[src/rtl/gray_fifo_ctrl_pkg.sv]
// Shared pointer helpers for the Gray-coded FIFO controllers (single- and
// dual-clock). Functions work on a fixed maximum width; callers zero-extend
// their pointers in and truncate results back to their own width.
package gray_fifo_ctrl_pkg;

  // Widest pointer supported: awidth up to 16, plus the wrap bit.
  localparam int PTR_MAX_W = 17;

  typedef logic [PTR_MAX_W-1:0] ptr_t;

  // Binary to reflected Gray code.
  function automatic ptr_t bin2gray(input ptr_t b);
    return b ^ (b >> 1);
  endfunction

  // Empty: both pointers identical, including the wrap bit.
  function automatic logic ptr_empty(input ptr_t a, input ptr_t b);
    return a == b;
  endfunction

  // Full: wrap bits differ, address bits equal. Width w is the pointer width
  // (awidth+1), so the wrap bit sits at position w-1.
  function automatic logic ptr_full(input ptr_t a, input ptr_t b, input int w);
    ptr_t msb;
    msb = ptr_t'(1) << (w - 1);
    return (a ^ b) == msb;
  endfunction

endpackage

[src/rtl/gray_ptr.sv]
// One FIFO pointer held as a binary/Gray register pair. Both registers load
// from the same next-binary value, so GRAY always equals bin2gray(BIN).
module gray_ptr
  import gray_fifo_ctrl_pkg::*;
#(
  parameter int W = 4
) (
  input  logic         CLK,
  input  logic         RST,
  input  logic         INC,
  input  logic         CLR,
  output logic [W-1:0] BIN,
  output logic [W-1:0] GRAY
);

  logic [W-1:0] bin_nxt;

  // Next pointer: flush to zero, else advance by one with natural wrap.
  always_comb begin
    bin_nxt = CLR ? '0 : BIN + W'(INC);
  end

  // Binary and Gray registers updated together on every edge.
  always_ff @(posedge CLK or posedge RST) begin
    if (RST) begin
      BIN  <= '0;
      GRAY <= '0;
    end else begin
      BIN  <= bin_nxt;
      GRAY <= W'(bin2gray(ptr_t'(bin_nxt)));
    end
  end

endmodule

[src/rtl/gray_fifo_ctrl.sv]
// Single-clock FIFO controller with Gray-coded pointers. Produces RAM write
// strobe and addresses plus registered occupancy and status flags. Flags are
// derived from the next pointer values so they change on the same edge as
// the pointers.
module gray_fifo_ctrl
  import gray_fifo_ctrl_pkg::*;
#(
  parameter int awidth    = 3,
  parameter int afull_lvl = 2**awidth - 1
) (
  input  logic              CLK,
  input  logic              RST,
  input  logic              ENQ,
  input  logic              DEQ,
  input  logic              CLR,
  output logic              WE,
  output logic [awidth-1:0] WADDR,
  output logic [awidth-1:0] RADDR,
  output logic [awidth:0]   WPTR_G,
  output logic [awidth:0]   RPTR_G,
  output logic [awidth:0]   COUNT,
  output logic              FULL_N,
  output logic              EMPTY_N,
  output logic              AFULL
);

  localparam int PW = awidth + 1;
  localparam logic [PW-1:0] AFULL_LVL = PW'(afull_lvl);

  logic          enq_acc;
  logic          deq_acc;
  logic [PW-1:0] wbin;
  logic [PW-1:0] rbin;
  logic [PW-1:0] wbin_nxt;
  logic [PW-1:0] rbin_nxt;
  logic [PW-1:0] count_nxt;
  logic          full_nxt;
  logic          empty_nxt;

  // Acceptance: blocked requests are dropped, CLR and RST suppress both.
  always_comb begin
    enq_acc = ENQ & FULL_N  & ~CLR & ~RST;
    deq_acc = DEQ & EMPTY_N & ~CLR & ~RST;
  end

  assign WE    = enq_acc;
  assign WADDR = wbin[awidth-1:0];
  assign RADDR = rbin[awidth-1:0];

  gray_ptr #(.W(PW)) u_wptr (
    .CLK  (CLK),
    .RST  (RST),
    .INC  (enq_acc),
    .CLR  (CLR),
    .BIN  (wbin),
    .GRAY (WPTR_G)
  );

  gray_ptr #(.W(PW)) u_rptr (
    .CLK  (CLK),
    .RST  (RST),
    .INC  (deq_acc),
    .CLR  (CLR),
    .BIN  (rbin),
    .GRAY (RPTR_G)
  );

  // Next pointers mirror the gray_ptr update; flags and count follow from them.
  always_comb begin
    wbin_nxt  = CLR ? '0 : wbin + PW'(enq_acc);
    rbin_nxt  = CLR ? '0 : rbin + PW'(deq_acc);
    count_nxt = wbin_nxt - rbin_nxt;
    empty_nxt = ptr_empty(ptr_t'(wbin_nxt), ptr_t'(rbin_nxt));
    full_nxt  = ptr_full(ptr_t'(wbin_nxt), ptr_t'(rbin_nxt), PW);
  end

  // Registered occupancy and status flags, same edge as the pointers.
  always_ff @(posedge CLK or posedge RST) begin
    if (RST) begin
      COUNT   <= '0;
      FULL_N  <= 1'b1;
      EMPTY_N <= 1'b0;
      AFULL   <= 1'b0;
    end else begin
      COUNT   <= count_nxt;
      FULL_N  <= ~full_nxt;
      EMPTY_N <= ~empty_nxt;
      AFULL   <= (count_nxt >= AFULL_LVL);
    end
  end

endmodule

[config.mk]
export PLATFORM = sky130hd
export DESIGN_NAME = gray_fifo_ctrl
export DESIGN_NICKNAME = d
export VERILOG_FILES = /design/src/rtl/gray_fifo_ctrl_pkg.sv /design/src/rtl/gray_ptr.sv /design/src/rtl/gray_fifo_ctrl.sv
export SDC_FILE = /design/constraint.sdc
export NUM_CORES = 1
export LEC_CHECK = 0
export ABC_AREA = 1
export CAP_MARGIN = 25
export CORE_MARGIN = 2
export CORE_UTILIZATION = 50
export CTS_CLUSTER_SIZE = 40
export DETAILED_ROUTE_END_ITERATION = 7
export PLACE_DENSITY = 0.85
export SLEW_MARGIN = 20
export SYNTH_ARGS = -nofsm -noshare
export SYNTH_HDL_FRONTEND = slang
export SYNTH_HIERARCHICAL = 1
export SYNTH_SLANG_ARGS = --single-unit
[constraint.sdc]
create_clock -name CLK -period 4.72 [get_ports CLK]
set_input_delay 1.416 -clock CLK [delete_from_list [all_inputs] [get_ports CLK]]
set_output_delay 1.416 -clock CLK [all_outputs]
set_load 0.05 [all_outputs]
# After elaboration in Yosys (flattened, before gate mapping)
# Cells that the tools add are included.
# totals
ff_bits	23
inputBits	5
out_inout_bits	22
word_cells	29
# classes
add_sub_neg	3
magnitude_cmp	1
n_eq_ne	2
mux	2
bitwise_logic	13
# ops
cell	count
$add 4x1->4	2
$mux 4	2
$xor 4x3->4	2
$and 1x1->1	6
$eq 4x4->1	1
$eq 4x4->1 const B	1
$ge 4x3->1 const B	1
$not 1->1	4
$sub 4x4->4	1
$xor 4x4->4	1

# Longest topological paths before layout
# depth
word_depth	8
depth_mapped	14
mapped_depth_nobuf	14

# Hierarchy
# Netlist, hierarchy kept.
# modules_own_cells
module	instances	cells_each	area_per_inst_um2	seq_area_each_um2
gray_ptr	2	37	337.8	175.2
gray_fifo_ctrl	1	75	581.8	176.4

# Worst setup path before layout
# OpenSTA, ideal clock, no wires.
# synth_path
path_type	in2reg
startpoint	in RST
endpoint	reg AFULL
setup_ps	121
t_arrival_ps	3845
required_ps	4599
setup_slack_ps	754
stages	13
n_path_buf	0
path_cell_list	inv_1 nand2_1 nor2_1 ha_1 ha_1 xnor2_1 nor2_1 ha_1 nand2_1 o21bai_1 inv_1 nand2_2 nand3_2
# synth_between
elab_chain_cells	6
elab_cells_between_ends	9
classes_between	add/sub: 3; order compare: 1; mux: 2; bitwise: 3
# synth_rtl
item	line	rtl
start: declaration	gray_fifo_ctrl.sv:12	input logic RST,
$not 1->1	gray_fifo_ctrl.sv:42	enq_acc = ENQ & FULL_N & ~CLR & ~RST;
$and 1x1->1	gray_fifo_ctrl.sv:42	
net WE	gray_fifo_ctrl.sv:16	output logic WE,
$add 4x1->4	gray_fifo_ctrl.sv:70	wbin_nxt = CLR ? '0 : wbin + PW'(enq_acc);
$mux 4	gray_fifo_ctrl.sv:70	
$sub 4x4->4	gray_fifo_ctrl.sv:72	count_nxt = wbin_nxt - rbin_nxt;
$ge 4x3->1	gray_fifo_ctrl.sv:88	AFULL <= (count_nxt >= AFULL_LVL);
end signal: assignment	gray_fifo_ctrl.sv:88	
end: declaration	gray_fifo_ctrl.sv:24	output logic AFULL
# The timed path passes the listed nets, and every way through them passes these cells.

# Final worst setup path
# layout_path
startpoint	in RST
endpoint	out WE
# layout_between
elab_chain_cells	2
# layout_rtl
item	line
$not 1->1	gray_fifo_ctrl.sv:42
$and 1x1->1	gray_fifo_ctrl.sv:42
end: declaration	gray_fifo_ctrl.sv:16
# Every way passes these cells.

==> impl_results.md <==
* Initial core utilization at 51.7%
* Clk sink count at 21
* Clock Latency Late Sink at 0.30 ns
* Share of post-route cells with drive strength above 1 at 18.5%
* Syn avg cell area at 8.44 um^2
* GRT Overall Usage at 20.1%
* Vias in the first global route at 1014
* Pint at 233 uW
* Status: complete, no violations
* Peak supply drop at 0.000143 V
* CP required at 3.30 ns
* Synth Area in Simple Gates at 30.1%
* Ant diodes at 0
* Routability cong. at 0.887
* Core area at 2430 um^2
* Root buffer cell: clkbuf_4
* Worst Path Arrival at 2.69 ns
* Clk slew on worst S/H paths at 0.11 ns
* Flop pwr share at 57.8%
* Die Y at 54.2 um
* Post-CTS Setup Inserts at 0
* RSZ-0062 raised after global routing: false
* Post-synth top area cell: dfrtp_1
* Worst Path Buf+Inv at 3
* Top post-synthesis cells by area: dfrtp_1 40%, ha_1 11%, nand2_1 9.0%
* Via density at 5.14
* DRC Markers at 0
* PostCTS Resize Cnt at 0
* Hold Startpoint: u_rptr/BIN[0]
* Cell Rows at 18
* Fin crit period at 4.10 ns
* Slew @ Worst Pin at 0.516 ns
* R2R Setup Slk at 2.26 ns
* Syn Nets at 166
* I/O pin total at 27
* First-pass GRT wire length at 4180 um
* FMAX at 244 MHz
* Gate power share at 15.4%
* Post-Syn Area at 1260 um^2
* Worst-path maximum fanout at 8
* CTS H-tree depth at 1
* DRT Pass-1 Iters at 4
* Count of cell types in the netlist at 22
* Post-route ant nets at 0
* Static leakage at 0.000832 uW
* Final HPWL DP at 2020 um
* Max Cap Viol at 0
* Via count at 1069
* Grt ovf at 0
* Crit. End Element: primary output
* Adder-cell share of the synthesized area at 12.5%
* Final wirelength at 2530 um
* Area share of the largest cell type after synthesis at 39.8%
* Crit-path cells: clkdlybuf4s50_1 -> inv_1 -> nand2_1 -> nor2_1 -> buf_12
* Pwr Density at 203 nW/um^2
* Mapped Cells at 149
* TritonCTS buffer count at 3
* Sw Ratio at 27.5%
* Synth warnings at 6
* Sw power at 88.6 uW
* CP startpoint: RST
* CP max stage cell: clkdlybuf4s50_1
* Largest family of logic cells by synthesized area: simple AND/OR/NAND/NOR gates
* Crit path max-delay family: buffers and inverters
* Final Hold Violating Endpoints at 0
* Initial antenna violation count at 0
* Largest net degree at the start of global routing at 16
* Max transition margin at 65.5%
* Setup tns final at 0 ns
* P&R area growth vs syn at 26.0%
* Mux cell area share after synthesis at 0%
* Worst clock skew at 0.00429 ns
* Die width at 54.2 um
* Seq/Total Area, Yosys at 41.9%
* Crit start category: input pin
* Reg-to-reg critical path startpoint: FULL_N
* Die ar. at 2930 um^2
* Drt wl/cell at 12.2 um
* Xor and xnor area share after synthesis at 1.39%
* Fin crit share at 87.0%
* Worst hold path class: reg -> reg
* Nets at 196
* CTS max path bufs at 2
* Overall power at 322 uW
* Setup violators final at 0
* I/O Buffers at 26
* Cts-stage hold buffer count at 0
* Seq cells post-synth at 21
* Max stage delay on crit path at 0.45 ns
* CTS tree: yes
* Complex-gate fraction of the synthesized area at 3.58%
* DR iter-0 viols at 28
* Clk network pwr share at 26.8%
* Pins Over Slew Limit at 0
* WS Path Type: in -> out
-- path summary, 6_finish.rpt --
| path | cells after the start | to |
|---|---|---|
| min | 2 | u_rptr/GRAY[0] |
| min in group asynchronous | 2 | EMPTY_N |
| max | 5 | WE |
| min reg2reg | 2 | u_rptr/GRAY[0] |
| max reg2reg | 10 | AFULL |
| max in group asynchronous | 2 | FULL_N |
-- metrics by stage --
| stage | util, % | cells | setup slack, ns | cell area [um^2] | hold slack [ns] |
|---|---|---|---|---|---|
| finish | 65.1 | 208 | 0.615 | 1580 | 0.647 |
| floorplan | - | 149 | 0.754 | 1260 | 0.661 |
| global route | 65.1 | 208 | 0.489 | 1580 | 0.710 |
| CTS | 65.1 | 208 | 0.594 | 1580 | 0.650 |
| detailed placement | 64.0 | 204 | 0.600 | 1560 | 0.639 |
| global placement | 64.0 | 204 | 0.666 | 1560 | 0.622 |
-- worst min-delay path, cell delays in order, from the launching register on --
cell and delay [ns]:
dfrtp_1 0.40, ha_1 0.15, o21ai_1 0.07
-- cell usage after synthesis (all sizes together) --
library cell / instances
xnor2: 1
dfstp: 1
nor2: 15
ha: 11
fa: 1
inv: 31
nand2: 38
a21oi: 1
o21bai: 1
o21ai: 5
buf: 2
dfrtp: 20
nand4: 6
nand3: 15
xor2: 1
-- flip-flops by register name, indices dropped and copies added (netlist names) --
signal	flops
u_rptr/GRAY	3
FULL_N	1
COUNT	4
u_rptr/BIN	4
AFULL	1
u_wptr/GRAY	3
EMPTY_N	1
u_wptr/BIN	4
-- metal layers --
| layer | vias to the layer above | routed length (um) | track usage (%) |
|---|---|---|---|
| met5 | - | 0 | 0 |
| met4 | 0 | 58 | 10.0 |
| met3 | 7 | 180 | 3.33 |
| met2 | 46 | 1190 | 32.5 |
| met1 | 491 | 1100 | 25.8 |
| li1 | 525 | - | - |
-- cell usage in the layout, fill, tap and decap left out, types with 2 or more instances in the layout --
cell             count
clkbuf_4             3
clkdlybuf4s50_1     25
dfrtp_1             20
ha_1                11
inv_1               24
inv_2                7
nand2_1             30
nand2_2              8
nand3_1             10
nand3_2              5
nand4_1              6
nor2_1              10
nor2_2               3
nor2_4               2
o21ai_1              2
o21ai_2              2
-- cell type report --
| cell class | count | area [um^2] |
|---|---|---|
| Timing Repair Buffer | 27 | 278 |
| Clock buffer | 4 | 26.3 |
| Multi-Input combinational cell | 95 | 599 |
| Sequential cell | 21 | 527 |
| Inverter | 31 | 116 |
| Tap cell | 30 | 37.5 |
| Fill cell | 208 | 848 |
-- cells by family after synthesis --
group                      Yosys count
DFF                                 21
adders and majority gates           12
AOI/OAI and AO/OA                    7
xor gates and xnor gates             2
buffers and inverters               33
and+or+nand+nor                     74
-- power groups by stage --
stage | registers (uW) | logic, uW | clock network, uW
3_3_place_gp | 189 | 48.5 | 0
4_1_cts | 186 | 49.9 | 87.9
3_5_place_dp | 189 | 49.8 | 0
2_1_floorplan | 204 | 14.0 | 0
5_1_grt | 186 | 53.3 | 95.5
6_report | 186 | 49.5 | 86.2
Power figures use the tool's default switching activity.
